[config.mk]
export PLATFORM = sky130hd
export DESIGN_NAME = ser_bit_feeder
export DESIGN_NICKNAME = d
export VERILOG_FILES = /design/src/rtl/ser_bit_feeder.sv
export SDC_FILE = /design/constraint.sdc
export NUM_CORES = 1
export LEC_CHECK = 0
export BUFFER_PORTS_ARGS = -buffer_cell sky130_fd_sc_hd__buf_2
export CORE_MARGIN = 2
export CORE_UTILIZATION = 66
export CTS_CLUSTER_DIAMETER = 40
export DETAILED_ROUTE_END_ITERATION = 8
export GPL_TIMING_DRIVEN = 0
export PLACE_DENSITY = 0.86
export SETUP_SLACK_MARGIN = 0.02
export SYNTH_ARGS = -nofsm -noshare
export SYNTH_HDL_FRONTEND = slang
export SYNTH_SLANG_ARGS = --single-unit
[constraint.sdc]
create_clock -name CLK -period 7.17 [get_ports CLK]
set_input_delay 0.717 -clock CLK [delete_from_list [all_inputs] [get_ports CLK]]
set_output_delay 0.717 -clock CLK [all_outputs]
set_load 0.01 [all_outputs]
[src/rtl/ser_bit_feeder.sv]
// ser_bit_feeder: buffers variable-length parallel words in a small FIFO and
// shifts them out MSB-first as a gapless serial bit stream on X.
module ser_bit_feeder #(
   parameter int   WIDTH    = 32,
   parameter int   DEPTH    = 2,
   parameter logic IDLE_BIT = 1'b0
) (
   input  logic                     CLK,
   input  logic                     RST,
   input  logic                     LOAD_VALID,
   output logic                     LOAD_READY,
   input  logic [WIDTH-1:0]         LOAD_WORD,
   input  logic [$clog2(WIDTH):0]   LOAD_LEN,
   output logic                     X,
   output logic                     X_VALID,
   output logic                     FIRST,
   output logic                     LAST,
   output logic                     BUSY,
   output logic                     LEN_ERR
);
   localparam int LW = $clog2(WIDTH) + 1;
   localparam int AW = $clog2(DEPTH);
   localparam int CW = $clog2(DEPTH + 1);

   typedef enum logic {IDLE, SHIFT} state_t;

   state_t           state_q, state_d;
   logic [WIDTH-1:0] word_mem_q [DEPTH];
   logic [WIDTH-1:0] word_mem_d [DEPTH];
   logic [LW-1:0]    len_mem_q [DEPTH];
   logic [LW-1:0]    len_mem_d [DEPTH];
   logic [AW-1:0]    wr_ptr_q, wr_ptr_d, rd_ptr_q, rd_ptr_d;
   logic [CW-1:0]    cnt_q, cnt_d;
   logic [WIDTH-1:0] sh_q, sh_d;
   logic [LW-1:0]    rem_q, rem_d;
   logic             x_q, x_d, xv_q, xv_d, first_q, first_d, last_q, last_d;
   logic             len_err_q, len_err_d;
   logic             len_ok, acc, push, pop;
   logic [WIDTH-1:0] head_word;
   logic [LW-1:0]    head_len;

   assign LOAD_READY = RST & (cnt_q != CW'(DEPTH));
   assign X          = x_q;
   assign X_VALID    = xv_q;
   assign FIRST      = first_q;
   assign LAST       = last_q;
   assign LEN_ERR    = len_err_q;
   assign BUSY       = (cnt_q != '0) | (state_q == SHIFT);

   always_comb begin
      word_mem_d = word_mem_q;
      len_mem_d  = len_mem_q;
      wr_ptr_d   = wr_ptr_q;
      rd_ptr_d   = rd_ptr_q;
      state_d    = state_q;
      sh_d       = sh_q;
      rem_d      = rem_q;
      x_d        = x_q;
      xv_d       = xv_q;
      first_d    = first_q;
      last_d     = last_q;
      len_ok     = (LOAD_LEN != '0) && (LOAD_LEN <= LW'(WIDTH));
      acc        = LOAD_VALID & LOAD_READY;
      push       = acc & len_ok;
      pop        = (cnt_q != '0) && ((state_q == IDLE) || (rem_q == '0));
      head_word  = word_mem_q[rd_ptr_q];
      head_len   = len_mem_q[rd_ptr_q];
      len_err_d  = acc & ~len_ok;
      cnt_d      = cnt_q + CW'(push) - CW'(pop);
      // Words are stored left-aligned so the first bit always sits at the MSB
      if (push) begin
         word_mem_d[wr_ptr_q] = LOAD_WORD << (WIDTH - int'(LOAD_LEN));
         len_mem_d[wr_ptr_q]  = LOAD_LEN;
         wr_ptr_d             = wr_ptr_q + AW'(1);
      end
      if (pop) begin
         rd_ptr_d = rd_ptr_q + AW'(1);
         state_d  = SHIFT;
         x_d      = head_word[WIDTH-1];
         sh_d     = head_word << 1;
         xv_d     = 1'b1;
         first_d  = 1'b1;
         last_d   = head_len == LW'(1);
         rem_d    = head_len - LW'(1);
      end else if (state_q == SHIFT && rem_q != '0) begin
         x_d     = sh_q[WIDTH-1];
         sh_d    = sh_q << 1;
         first_d = 1'b0;
         last_d  = rem_q == LW'(1);
         rem_d   = rem_q - LW'(1);
      end else begin
         state_d = IDLE;
         x_d     = IDLE_BIT;
         xv_d    = 1'b0;
         first_d = 1'b0;
         last_d  = 1'b0;
      end
   end

   always_ff @(posedge CLK) begin
      if (!RST) begin
         state_q   <= IDLE;
         wr_ptr_q  <= '0;
         rd_ptr_q  <= '0;
         cnt_q     <= '0;
         sh_q      <= '0;
         rem_q     <= '0;
         x_q       <= IDLE_BIT;
         xv_q      <= 1'b0;
         first_q   <= 1'b0;
         last_q    <= 1'b0;
         len_err_q <= 1'b0;
      end else begin
         state_q   <= state_d;
         wr_ptr_q  <= wr_ptr_d;
         rd_ptr_q  <= rd_ptr_d;
         cnt_q     <= cnt_d;
         sh_q      <= sh_d;
         rem_q     <= rem_d;
         x_q       <= x_d;
         xv_q      <= xv_d;
         first_q   <= first_d;
         last_q    <= last_d;
         len_err_q <= len_err_d;
      end
   end

   always_ff @(posedge CLK) begin
      word_mem_q <= word_mem_d;
      len_mem_q  <= len_mem_d;
   end
endmodule

# Yosys cells after proc, flatten, opt, wreduce, memory -nomap -nowiden
# Cells that the tools add are included.
dict set report totals {
  in_bits 41
  mem_bits_rw 0
  latch_bits 0
  memories 0
  mem_bits_ro 0
  reg_bits 122
  word_cells 72
}
dict set report op_classes {
  mul 0
  add_sub_neg 7
  n_eq_ne 4
  n_shift 1
  muxes 23
  bitwise_logic 9
  n_reduce_logical 10
  div 0
  magnitude_cmp 4
}
# op n
set op_table {}
lappend op_table {{32-bit 2-to-1 mux} 6}
lappend op_table {{64-bit bitwise mux} 1}
lappend op_table {{6-bit 2-to-1 mux} 6}
lappend op_table {{32-bit demux with 1-bit select} 1}
lappend op_table {{32-bit by 32-bit left shift with 32-bit output} 1}
lappend op_table {{12-bit bitwise mux} 1}
lappend op_table {{6-bit by 1-bit equality test with 1-bit output (second input constant)} 2}
lappend op_table {{6-bit nonzero test} 2}
lappend op_table {{6-bit by 1-bit subtractor with 6-bit output (second input constant)} 2}
lappend op_table {{1-bit 2-to-1 mux} 7}
lappend op_table {{6-bit by 6-bit subtractor with 7-bit output (first input constant)} 1}
lappend op_table {{6-bit demux with 1-bit select} 1}
lappend op_table {{6-bit <= comparator (second input constant)} 1}
lappend op_table {{6-bit logical NOT} 1}
lappend op_table {{1-bit bitwise AND} 4}
lappend op_table {{2-bit greater-or-equal comparator (second input constant)} 2}
lappend op_table {{1-bit logical AND} 4}
lappend op_table {{2-bit inequality test (second input constant)} 2}
lappend op_table {{1-bit NOT with 2-bit output} 2}
lappend op_table {{2-bit nonzero test} 2}
lappend op_table {{1-bit adder (second input constant)} 2}
lappend op_table {{2-bit by 1-bit adder with 2-bit output} 1}
lappend op_table {{2-bit by 1-bit less-than comparator with 1-bit output (second input constant)} 1}
lappend op_table {{1-bit NOT} 2}
lappend op_table {{3 further kinds} 3}

# Longest topological paths before layout
# Gate-level depths: netlist of run 1.
dict set report logic_depth {
  ltp_word 6
  ltp_mapped 18
  mapped_depth_nobuf 13
}

# Worst setup path before layout of run 1
# OpenSTA, ideal clock, no wires.
dict set report synth_path {
  kind {in2reg}
  startpoint {in LOAD_LEN[0]}
  endpoint {reg len_mem_q[10] (netlist bit) (enable)}
  t_arrival_ps 4243
  required_time_ps 6732
  path_stages 12
  setup_slack_ps 2489
  path_cell_list {buf_4 -> buf_4 -> inv_1 -> buf_2 -> ha_1 -> buf_2 -> or4b_1 -> buf_2 -> nor2_1 -> a21oi_1 -> nor2b_1 -> nor2b_1}
}
dict set report synth_between {
  elab_chain_cells 3
  elab_cells_between_ends 4
  classes_between {order compare: 1; bitwise: 1; reduce/logical: 2}
}
# item line_no
set synth_rtl {}
lappend synth_rtl {{start, declared} 13} ;# input logic [$clog2(WIDTH):0] LOAD_LEN,
lappend synth_rtl {{6-bit <= comparator or 6-bit nonzero test (tied branches)} 62} ;# len_ok = (LOAD_LEN != '0) && (LOAD_LEN <= LW'(WIDTH));
lappend synth_rtl {{1-bit logical AND (*)} 62}
lappend synth_rtl {{1-bit bitwise AND (*)} 64} ;# push = acc & len_ok;
lappend synth_rtl {{end signal, assigned} 130} ;# len_mem_q <= len_mem_d;
lappend synth_rtl {{end, declared} 30} ;# logic [LW-1:0] len_mem_q [DEPTH];
# Mark *: on every way between the ends. The rest lies on a longest branch, timed or not.
# A chain may end at the register's enable or synchronous reset.

# Worst setup path in the final report of run 1
dict set report layout_path {
  startpoint {in LOAD_LEN[0]}
  endpoint {reg word_mem_q[14] (netlist bit), data pin}
}
dict set report layout_between {
  elab_chain_cells 3
}
# item line_no
set layout_rtl {}
lappend layout_rtl {{6-bit by 6-bit subtractor with 7-bit output} 72} ;# word_mem_d[wr_ptr_q] = LOAD_WORD << (WIDTH - int'(LOAD_LEN));
lappend layout_rtl {{32-bit by 32-bit left shift with 32-bit output} 72}
lappend layout_rtl {{64-bit bitwise mux} 72}
lappend layout_rtl {{end signal, assigned} 129} ;# word_mem_q <= word_mem_d;
lappend layout_rtl {{end, declared} 28} ;# logic [WIDTH-1:0] word_mem_q [DEPTH];
# Every way passes these cells.

==> flow_summary.toml, run 1 <==
[worst_setup_path]
crit_required_ns = 7.42
worstPathArrival_ns = 4.07
path_class = "input port to register"
crit_fanout = 10
critPathLaunchType = "input port"
r2r_slack_ns = 4.47
cp-end-kind = "register"

[placed_design]
place_area_sq_um = 7303
dp_cells = 822
port_buffers = 46
place_ws_ns = 2.886
gp_congestion = 0.9472
dpl.hpwl_um = 12590

[clock_network]
path_clk_slew_ns = 0.06
post_cts_buffers = 0
cts_resized = 0
clk_root_buffer_cell = "clkbuf_8"
h-tree-depth = 4
hold_buffers = 0
insertion_delay_ns = 0.53
numCtsBuffers = 17
clock-sinks = 122
cts_tree = "done"
clock_path_buffers = 2

[layout]
area_growth_pct = 15.62
fin_nets = 753
final_area_sq_um = 7939
stdcell_count = 853
drive_gt1_frac = 0.1980
final_common_cell = "edfxtp_1"
final_cell_mix = "edfxtp_1 (76), nor2_1 (70), mux2i_1 (67)"
antenna_cells = 0

[power_and_ir_drop]
ir_worst_vdd_mv = 0.2362
power_w = 0.002948
pwr_density_cell_nw_per_um2 = 371.3
p_leak_nw = 2.939

[timing]
worst_clock_skew_ns = 0.005650
hold_violations = 0
setup_tns_ns = 0
slew_viol_final = 0
setup_slack_ns = 3.351
rsz0062_at_grt = "false"
max_freq_mhz = 261.9
tightest_slew_ns = 0.9282
relSlewSlack = 0.3812
post-route-period-util = 0.5326
period_needed_ns = 3.819
finalSetupViolations = 0

[die]
die_h_um = 106
core_area_sq_um = 10230
ioPinCount = 48
die_area_sq_um = 11240
start_util = 0.6712
fp-row-count = 37
die_x_um = 106

[synthesis]
syn-instance-count = 639
avgSynthCellArea_sq_um = 10.75
yosys_register_bits = 122
synth_flop_cell = "edfxtp_1"
synth-seq-area-share = 0.4665
yosys.area.top_type = "edfxtp_1"
syn-num-nets = 687
synth_edf_count = 76
synth-compound-area-share = 0.1522
synthArstFlopShare = 0
synth_fa_ha_area_frac = 0.01276
synthTopCellsByArea = "edfxtp_1 (33%), dfxtp_1 (13%), mux2i_1 (9.8%)"
netlist.area_leader.share = 0.3324
synth-simple-area-share = 0.1449
synthXorXnorAreaFrac = 0.01148
synth_cell_types = 62
synth_top_family_by_area = "multiplexers"
netlist_area_sq_um = 6867
synth.area.mux_share = 0.1731
yosysWarnings = 0

[grt]
grt_pass1_vias = 5458
grt_use_total = 0.3288
grt_pass1_wl_um = 28240
antenna_found_initial = 0
grt-ovfl-total = 0
grt_start_max_net_pins = 39

[routing]
first_pass_iters = 5
drt_wl_total_um = 17690
wl_per_cell_um = 20.74
vias = 5502
drtIter0Drc = 527
route.detailed.drc = 0
ant_nets = 0
vias_per_cell = 6.450

[job]
drv_cap = 0

[min_path]
hp-class = "input port to register"

[status]
status = "finished, final reports clean"
## power breakdown
group	switching, W	total, W	internal [W]	leakage [nW]
clock network	0.000322	0.000922	0.000599	0.300
logic	0.000643	0.00105	0.000412	1.52
registers	0.0000883	0.000971	0.000883	1.12
## path summary, 6_finish.rpt
path | endpoint | start | cells after the start
max | word_mem_q[14] | LOAD_LEN[0] | 13
min | len_mem_q[0] | LOAD_LEN[0] | 1
max reg2reg | cnt_q[1] | rem_q[2] | 9
min reg2reg | sh_q[7] | sh_q[6] | 2
## cells in the mapped netlist, types with 7 or more instances
master    number
nor2b_1       37
a211oi_1      36
edfxtp_1      76
o21ai_0        9
mux4_2        17
nor3_1        10
dfxtp_1       46
nor2_1        70
ha_1           7
a221o_1        8
and2_1        15
mux2i_1       67
a21oi_1       42
a22oi_1        9
buf_2         14
mux2_2        12
inv_1         14
nand2_1       36
clkbuf_1      21
## kinds of logic after synthesis
group,count (synthesis)
mux,96
flops,122
xor+xnor,9
simple gates,198
buf+inv,59
fa+ha+maj,7
compound gates,148
## worst max-delay path: stages
cell and delay, ns:
buf_2 0.11, buf_4 0.19, buf_4 0.23, inv_1 0.14
buf_2 0.23, ha_1 0.22, buf_2 0.17, xnor2_1 0.63
buf_4 0.30, nand2_1 0.13, o2bb2ai_1 0.38, nor2_1 0.07
a211oi_1 0.54
## per-layer routing
metal | share of wire | GRT usage | routed length (um) | vias to the layer above
li1 | - | - | - | 2516
met1 | 0.39 | 0.3955 | 6936 | 2623
met2 | 0.50 | 0.5594 | 8785 | 299
met3 | 0.069 | 0.07296 | 1212 | 64
met4 | 0.043 | 0.1626 | 756 | 0
met5 | 0 | 0 | 0 | -
## stage by stage
stage | hold slack (ns) | util
after CTS | 0.3916 | 0.7760
after global placement | 0.4596 | 0.7103
after detailed placement | 0.5089 | 0.7138
final | 0.4056 | 0.7760
after floorplan | 0.4515 | -
after global routing | 0.4000 | 0.7760
## cell type report
| cell class | instances | area, sq um |
|---|---|---|
| Multi-Input combinational cell | 458 | 3403 |
| Clock buffer | 17 | 414.1 |
| Inverter | 14 | 52.55 |
| Buffer | 45 | 216.5 |
| Timing Repair Buffer | 47 | 257.7 |
| Clock inverter | 14 | 221.5 |
| Sequential cell | 122 | 3203 |
| Tap cell | 136 | 170.2 |
| Fill cell | 660 | 2292 |
## registers in the layout, indices dropped and copies added, names as in the netlist, 2 cells and up
register / flops
sh_q: 31
word_mem_q: 64
len_mem_q: 12
rem_q: 6
cnt_q: 2
(Power assumes the default switching activity.)
==> run 2, diff against run 1 <==
--- a/config.mk
+++ b/config.mk
@@ -7,11 +7,11 @@
 export LEC_CHECK = 0
 export BUFFER_PORTS_ARGS = -buffer_cell sky130_fd_sc_hd__buf_2
 export CORE_MARGIN = 2
-export CORE_UTILIZATION = 66
+export CORE_UTILIZATION = 61
 export CTS_CLUSTER_DIAMETER = 40
 export DETAILED_ROUTE_END_ITERATION = 8
 export GPL_TIMING_DRIVEN = 0
-export PLACE_DENSITY = 0.86
+export PLACE_DENSITY = 0.8
 export SETUP_SLACK_MARGIN = 0.02
 export SYNTH_ARGS = -nofsm -noshare
 export SYNTH_HDL_FRONTEND = slang
==> constraint.sdc (replaced) <==
create_clock -name CLK -period 3.8 [get_ports CLK]
set_input_delay 0.38 -clock CLK [delete_from_list [all_inputs] [get_ports CLK]]
set_output_delay 0.38 -clock CLK [all_outputs]
set_load 0.01 [all_outputs]
==> flow_summary.toml, run 2 (synthesis results as in run 1) <==
[worst_setup_path]
critPathSlowestCell = "and2_2"
crit_chain = "buf_2 -> buf_4 -> buf_4 -> inv_1 -> buf_2 -> ha_1 -> buf_2 -> nand2b_1 -> a211o_1 -> a21oi_1 -> nor2b_1 -> and2_2"
path_class = "input port to register"
max_stage_delay_ns = 0.82
crit_required_ns = 3.94
path_delay_family = "simple AND/OR/NAND/NOR gates"
cp_num_buf_inv = 6
critPathLaunchType = "input port"
crit_fanout = 38
crit_top_cell = "buf_2"
cp-end-kind = "register"
worstPathArrival_ns = 3.52

[grt]
grt_use_total = 0.2898
grt_pass1_wl_um = 26190
grt_pass1_vias = 5080
antenna_found_initial = 0
grt-ovfl-total = 0
grt_start_max_net_pins = 39

[layout]
final_common_cell = "edfxtp_1"
fill_cells = 759
reg_top3 = "word_mem_q x64, sh_q x31, len_mem_q x12"
drive_gt1_frac = 0.1950
antenna_cells = 0
final_cell_mix = "edfxtp_1 (76), nor2_1 (70), mux2i_1 (67)"
final_util = 0.7232
fin_nets = 753
area_growth_pct = 14.67
regMostFlops = "word_mem_q"
largest_register_ffs = 64

[routing]
first_pass_iters = 5
dr.max_layer_used = "met4"
wl_met1_um = 7016
route.met2.wl_um = 8024
dr_wl_met3_um = 922
drt_wl_total_um = 16550
route.detailed.drc = 0
vias_per_cell = 6.247
ant_nets = 0
vias = 5360
wl_per_cell_um = 19.29
drtIter0Drc = 573

[clock_network]
cts_tree = "done"
insertion_delay_ns = 0.52
h-tree-depth = 4
post_cts_buffers = 0
path_clk_slew_ns = 0.06
numCtsBuffers = 17
hold_buffers = 0
clock-sinks = 122
cts_resized = 0
clock_path_buffers = 2
clk_root_buffer_cell = "clkbuf_8"

[die]
fp-row-count = 38
core_area_sq_um = 10890
die_x_um = 110.1
die_area_sq_um = 12120
ioPinCount = 48
start_util = 0.6307
die_h_um = 110.1

[power_and_ir_drop]
pwr_density_cell_nw_per_um2 = 672.8
ir_worst_vdd_mv = 0.5074
p_leak_nw = 2.915

[job]
drv_cap = 0

[timing]
slew_viol_final = 0
hold_violations = 0
tightest_slew_ns = 0.9309
setup_slack_ns = 0.4196
worst_clock_skew_ns = 0.008638
relSlewSlack = 0.3794
rsz0062_at_grt = "false"
post-route-period-util = 0.8896
whs_ns = 0.07772
setup_tns_ns = 0
finalSetupViolations = 0
period_needed_ns = 3.380
max_freq_mhz = 295.8

[placed_design]
place_ws_ns = -0.1204
port_buffers = 46
gp_congestion = 0.9545
dpl.hpwl_um = 12170

[status]
status = "finished, final reports clean"

[min_path]
hp-class = "input port to register"
[run 2: per-layer routing]
metal	vias up	GRT usage
met5	-	0
met2	224	0.4807
li1	2526	-
met3	42	0.06290
met1	2568	0.3654
met4	0	0.1286
[run 2: final timing paths]
path / slack (ns) / startpoint / cells past startpoint / end
worst min-delay path: 0.08 / LOAD_LEN[0] / 1 / len_mem_q[0]
worst max-delay path: 0.42 / LOAD_LEN[0] / 12 / word_mem_q[25]
worst min register to register: 0.52 / sh_q[19] / 2 / sh_q[20]
worst max register to register: 1.21 / rem_q[2] / 9 / cnt_q[1]
[run 2: area by class of cell]
type                       count  area, sq um  share of cell area
multi-input combinational    458         3403              0.4322
sequential                   122         3203              0.4068
clock buffer                  19        421.7             0.05355
timing repair buffer          47        250.2             0.03178
buffer                        45        216.5             0.02749
tap                          140        175.2             0.02225
clock inverter                13        151.4             0.01923
inverter                      14        52.55            0.006674
[run 2: metrics by stage]
| step | instances | instance area (sq um) | total power (W) |
|---|---|---|---|
| 2_1_floorplan | 639 | 6869 | 0.003246 |
| 3_3_place_gp | 825 | 7274 | 0.003630 |
| 3_5_place_dp | 826 | 7301 | 0.003703 |
| 4_1_cts | 858 | 7874 | 0.005270 |
| 5_1_grt | 858 | 7874 | 0.005575 |
| 6_report | 858 | 7874 | 0.005297 |
[run 2: worst reg2reg max path: cells and delay by family (launching register included)]
kind | cells | cell delay [ns]
simple gates | 3 | 1.07
fa+ha+maj | 2 | 0.45
compound gates | 1 | 0.36
flops | 1 | 0.35
xor+xnor | 2 | 0.20
buf+inv | 1 | 0.06
[run 2: report_power, final]
| part | internal, W | switching, W | leakage, nW |
|---|---|---|---|
| clock network | 0.000991 | 0.000561 | 0.279 |
| registers | 0.00167 | 0.000151 | 1.12 |
| logic | 0.000774 | 0.00115 | 1.52 |
| total | 0.00343 | 0.00187 | 2.91 |
==> run 3, diff against run 2 <==
--- a/config.mk
+++ b/config.mk
@@ -7,12 +7,12 @@
 export LEC_CHECK = 0
 export BUFFER_PORTS_ARGS = -buffer_cell sky130_fd_sc_hd__buf_2
 export CORE_MARGIN = 2
-export CORE_UTILIZATION = 61
+export CORE_UTILIZATION = 55
 export CTS_CLUSTER_DIAMETER = 40
 export DETAILED_ROUTE_END_ITERATION = 8
 export GPL_TIMING_DRIVEN = 0
-export PLACE_DENSITY = 0.8
-export SETUP_SLACK_MARGIN = 0.02
+export PLACE_DENSITY = 0.77
+export SETUP_SLACK_MARGIN = 0.05
 export SYNTH_ARGS = -nofsm -noshare
 export SYNTH_HDL_FRONTEND = slang
 export SYNTH_SLANG_ARGS = --single-unit
==> constraint.sdc (replaced) <==
create_clock -name CLK -period 3.1 [get_ports CLK]
set_input_delay 0.31 -clock CLK [delete_from_list [all_inputs] [get_ports CLK]]
set_output_delay 0.31 -clock CLK [all_outputs]
set_load 0.01 [all_outputs]
==> flow_summary.toml, run 3 (synthesis results as in run 1) <==
[placed_design]
place_area_sq_um = 7325
gp_congestion = 0.8925
port_buffers = 46
place_ws_ns = -0.7086
dpl.hpwl_um = 12430

[grt]
antenna_found_initial = 0
grt_use_total = 0.2612
grt-ovfl-total = 0
grt_pass1_vias = 5154
grt_start_max_net_pins = 39
grt_pass1_wl_um = 26730

[worst_setup_path]
crit_required_ns = 3.21
reg2reg_to = "cnt_q[1]"
worstPathArrival_ns = 3.01
cp-end-kind = "register"
crit_fanout = 10
path_class = "input port to register"
ff2ff_path_depth = 9
critPathLaunchType = "input port"
r2r_start = "rem_q[2]"
r2r_slack_ns = 0.43

[die]
die_x_um = 115.7
start_util = 0.5669
core_area_sq_um = 12110
die_h_um = 115.7
ioPinCount = 48
die_area_sq_um = 13390
fp-row-count = 40

[layout]
final_common_cell = "edfxtp_1"
antenna_cells = 0
fin_nets = 756
regMostFlops = "word_mem_q"
largest_register_ffs = 64
reg_top3 = "word_mem_q x64, sh_q x31, len_mem_q x12"
drive_gt1_frac = 0.2150
fill_cells = 920
area_growth_pct = 17.29
final_area_sq_um = 8054
final_cell_mix = "edfxtp_1 (76), nor2_1 (69), mux2i_1 (66)"

[timing]
post-route-period-util = 0.9357
max_freq_mhz = 344.8
finalSetupViolations = 0
slew_viol_final = 0
worst_clock_skew_ns = 0.004952
relSlewSlack = 0.4368
tightest_slew_ns = 0.8408
period_needed_ns = 2.901
hold_violations = 0
setup_slack_ns = 0.1995
rsz0062_at_grt = "true"

[clock_network]
insertion_delay_ns = 0.42
clock_path_buffers = 2
clk_root_buffer_cell = "clkbuf_16"
h-tree-depth = 4
cts_tree = "done"
path_clk_slew_ns = 0.06
clock-sinks = 122
numCtsBuffers = 17

[job]
drv_cap = 0

[min_path]
worstHoldPathCells = 1
hold_path_end = "len_mem_q[3]"
worstHoldStart = "LOAD_LEN[3]"
hp-class = "input port to register"

[power_and_ir_drop]
pwr_density_cell_nw_per_um2 = 821.8
comb_power_share = 0.362
p_sw_w = 0.002345
p_int_w = 0.004273
switching_share = 0.3544
p_leak_nw = 2.956
ir_worst_vdd_mv = 0.5266
seq_power_share = 0.337
clkPwrFrac = 0.300

[routing]
drt_wl_total_um = 16910
wl_per_cell_um = 19.02
vias_per_cell = 6.008
route.detailed.drc = 0
vias = 5341
first_pass_iters = 5
drtIter0Drc = 537
ant_nets = 0

[status]
status = "finished, final reports clean"
-- run 3: cell count changes in the layout (fill, tap and decap cells not counted), moves of 3 or more --
cell / delta
buf_2: -7
buf_4: +4
a211oi_1: -3
a211oi_2: +3
clkbuf_4: +3
clkinv_2: -3
clkinv_4: +3
-- run 3: power groups by stage --
stage	logic [W]	clock network [W]	registers, W
after floorplan	0.00178	0	0.00221
after global placement	0.00221	0	0.00223
after detailed placement	0.00232	0	0.00224
after CTS	0.00236	0.00201	0.00222
after global routing	0.00264	0.00207	0.00226
final	0.00240	0.00199	0.00223
-- run 3: metrics by stage --
stage	cells	power [W]	util	TNS, ns	hold WS, ns
finish	889	0.006618	0.6650	0	0.1088
CTS	887	0.006592	0.6589	0	0.09967
global route	889	0.006970	0.6650	0	0.1193
detailed placement	853	0.004562	0.6048	-64.27	0.5036
floorplan	639	0.003982	-	0	0.4089
global placement	853	0.004443	0.6048	-54.84	0.4928
-- run 3: per-layer routing --
metal / wire length (um) / GRT usage
met1: 7314 / 0.3261
met4: 596 / 0.1254
met2: 8200 / 0.4327
met5: 0 / 0
met3: 802 / 0.05858
-- run 3: final cells by class --
type                            instances  area (sq um)  area share
Multi-Input combinational cell        459          3475      0.4314
Sequential cell                       122          3203      0.3977
Clock buffer                           18         429.2     0.05329
Timing Repair Buffer                   49         265.3     0.03293
Buffer                                 45         245.2     0.03045
Tap cell                              168         210.2     0.02610
Clock inverter                         14         173.9     0.02159
Inverter                               14         52.55    0.006525
-- run 3: critical path, cell delays in order --
cell and delay (ns):
buf_2 0.11, buf_4 0.20, buf_6 0.19, inv_2 0.10
buf_8 0.16, ha_1 0.27, clkbuf_4 0.22, buf_4 0.23
mux2_2 0.36, a21oi_1 0.37, o2bb2ai_1 0.22, nand2_1 0.10
o221ai_1 0.16
-- run 3: worst max path at each step --
stage                 from              to  slack (ns)  depth (start not counted)
2_1_floorplan  LOAD_LEN[0]   len_mem_q[10]         0.1                         12
3_3_place_gp   LOAD_LEN[0]  word_mem_q[50]       -0.62                         13
3_5_place_dp   LOAD_LEN[0]  word_mem_q[50]       -0.71                         13
4_1_cts        LOAD_LEN[0]  word_mem_q[44]       0.005                         13
5_1_grt        LOAD_LEN[0]  word_mem_q[28]        0.03                         12
6_report       LOAD_LEN[0]  word_mem_q[22]        0.20                         13
-- run 3: what timing repair did --
action | CTS | global route
resized for setup | 7 | 14
cloned | 1 | 0
endpoints found under the setup margin | 91 | 61
buffers inserted | 1 | 2
hold buffers | 0 | 0
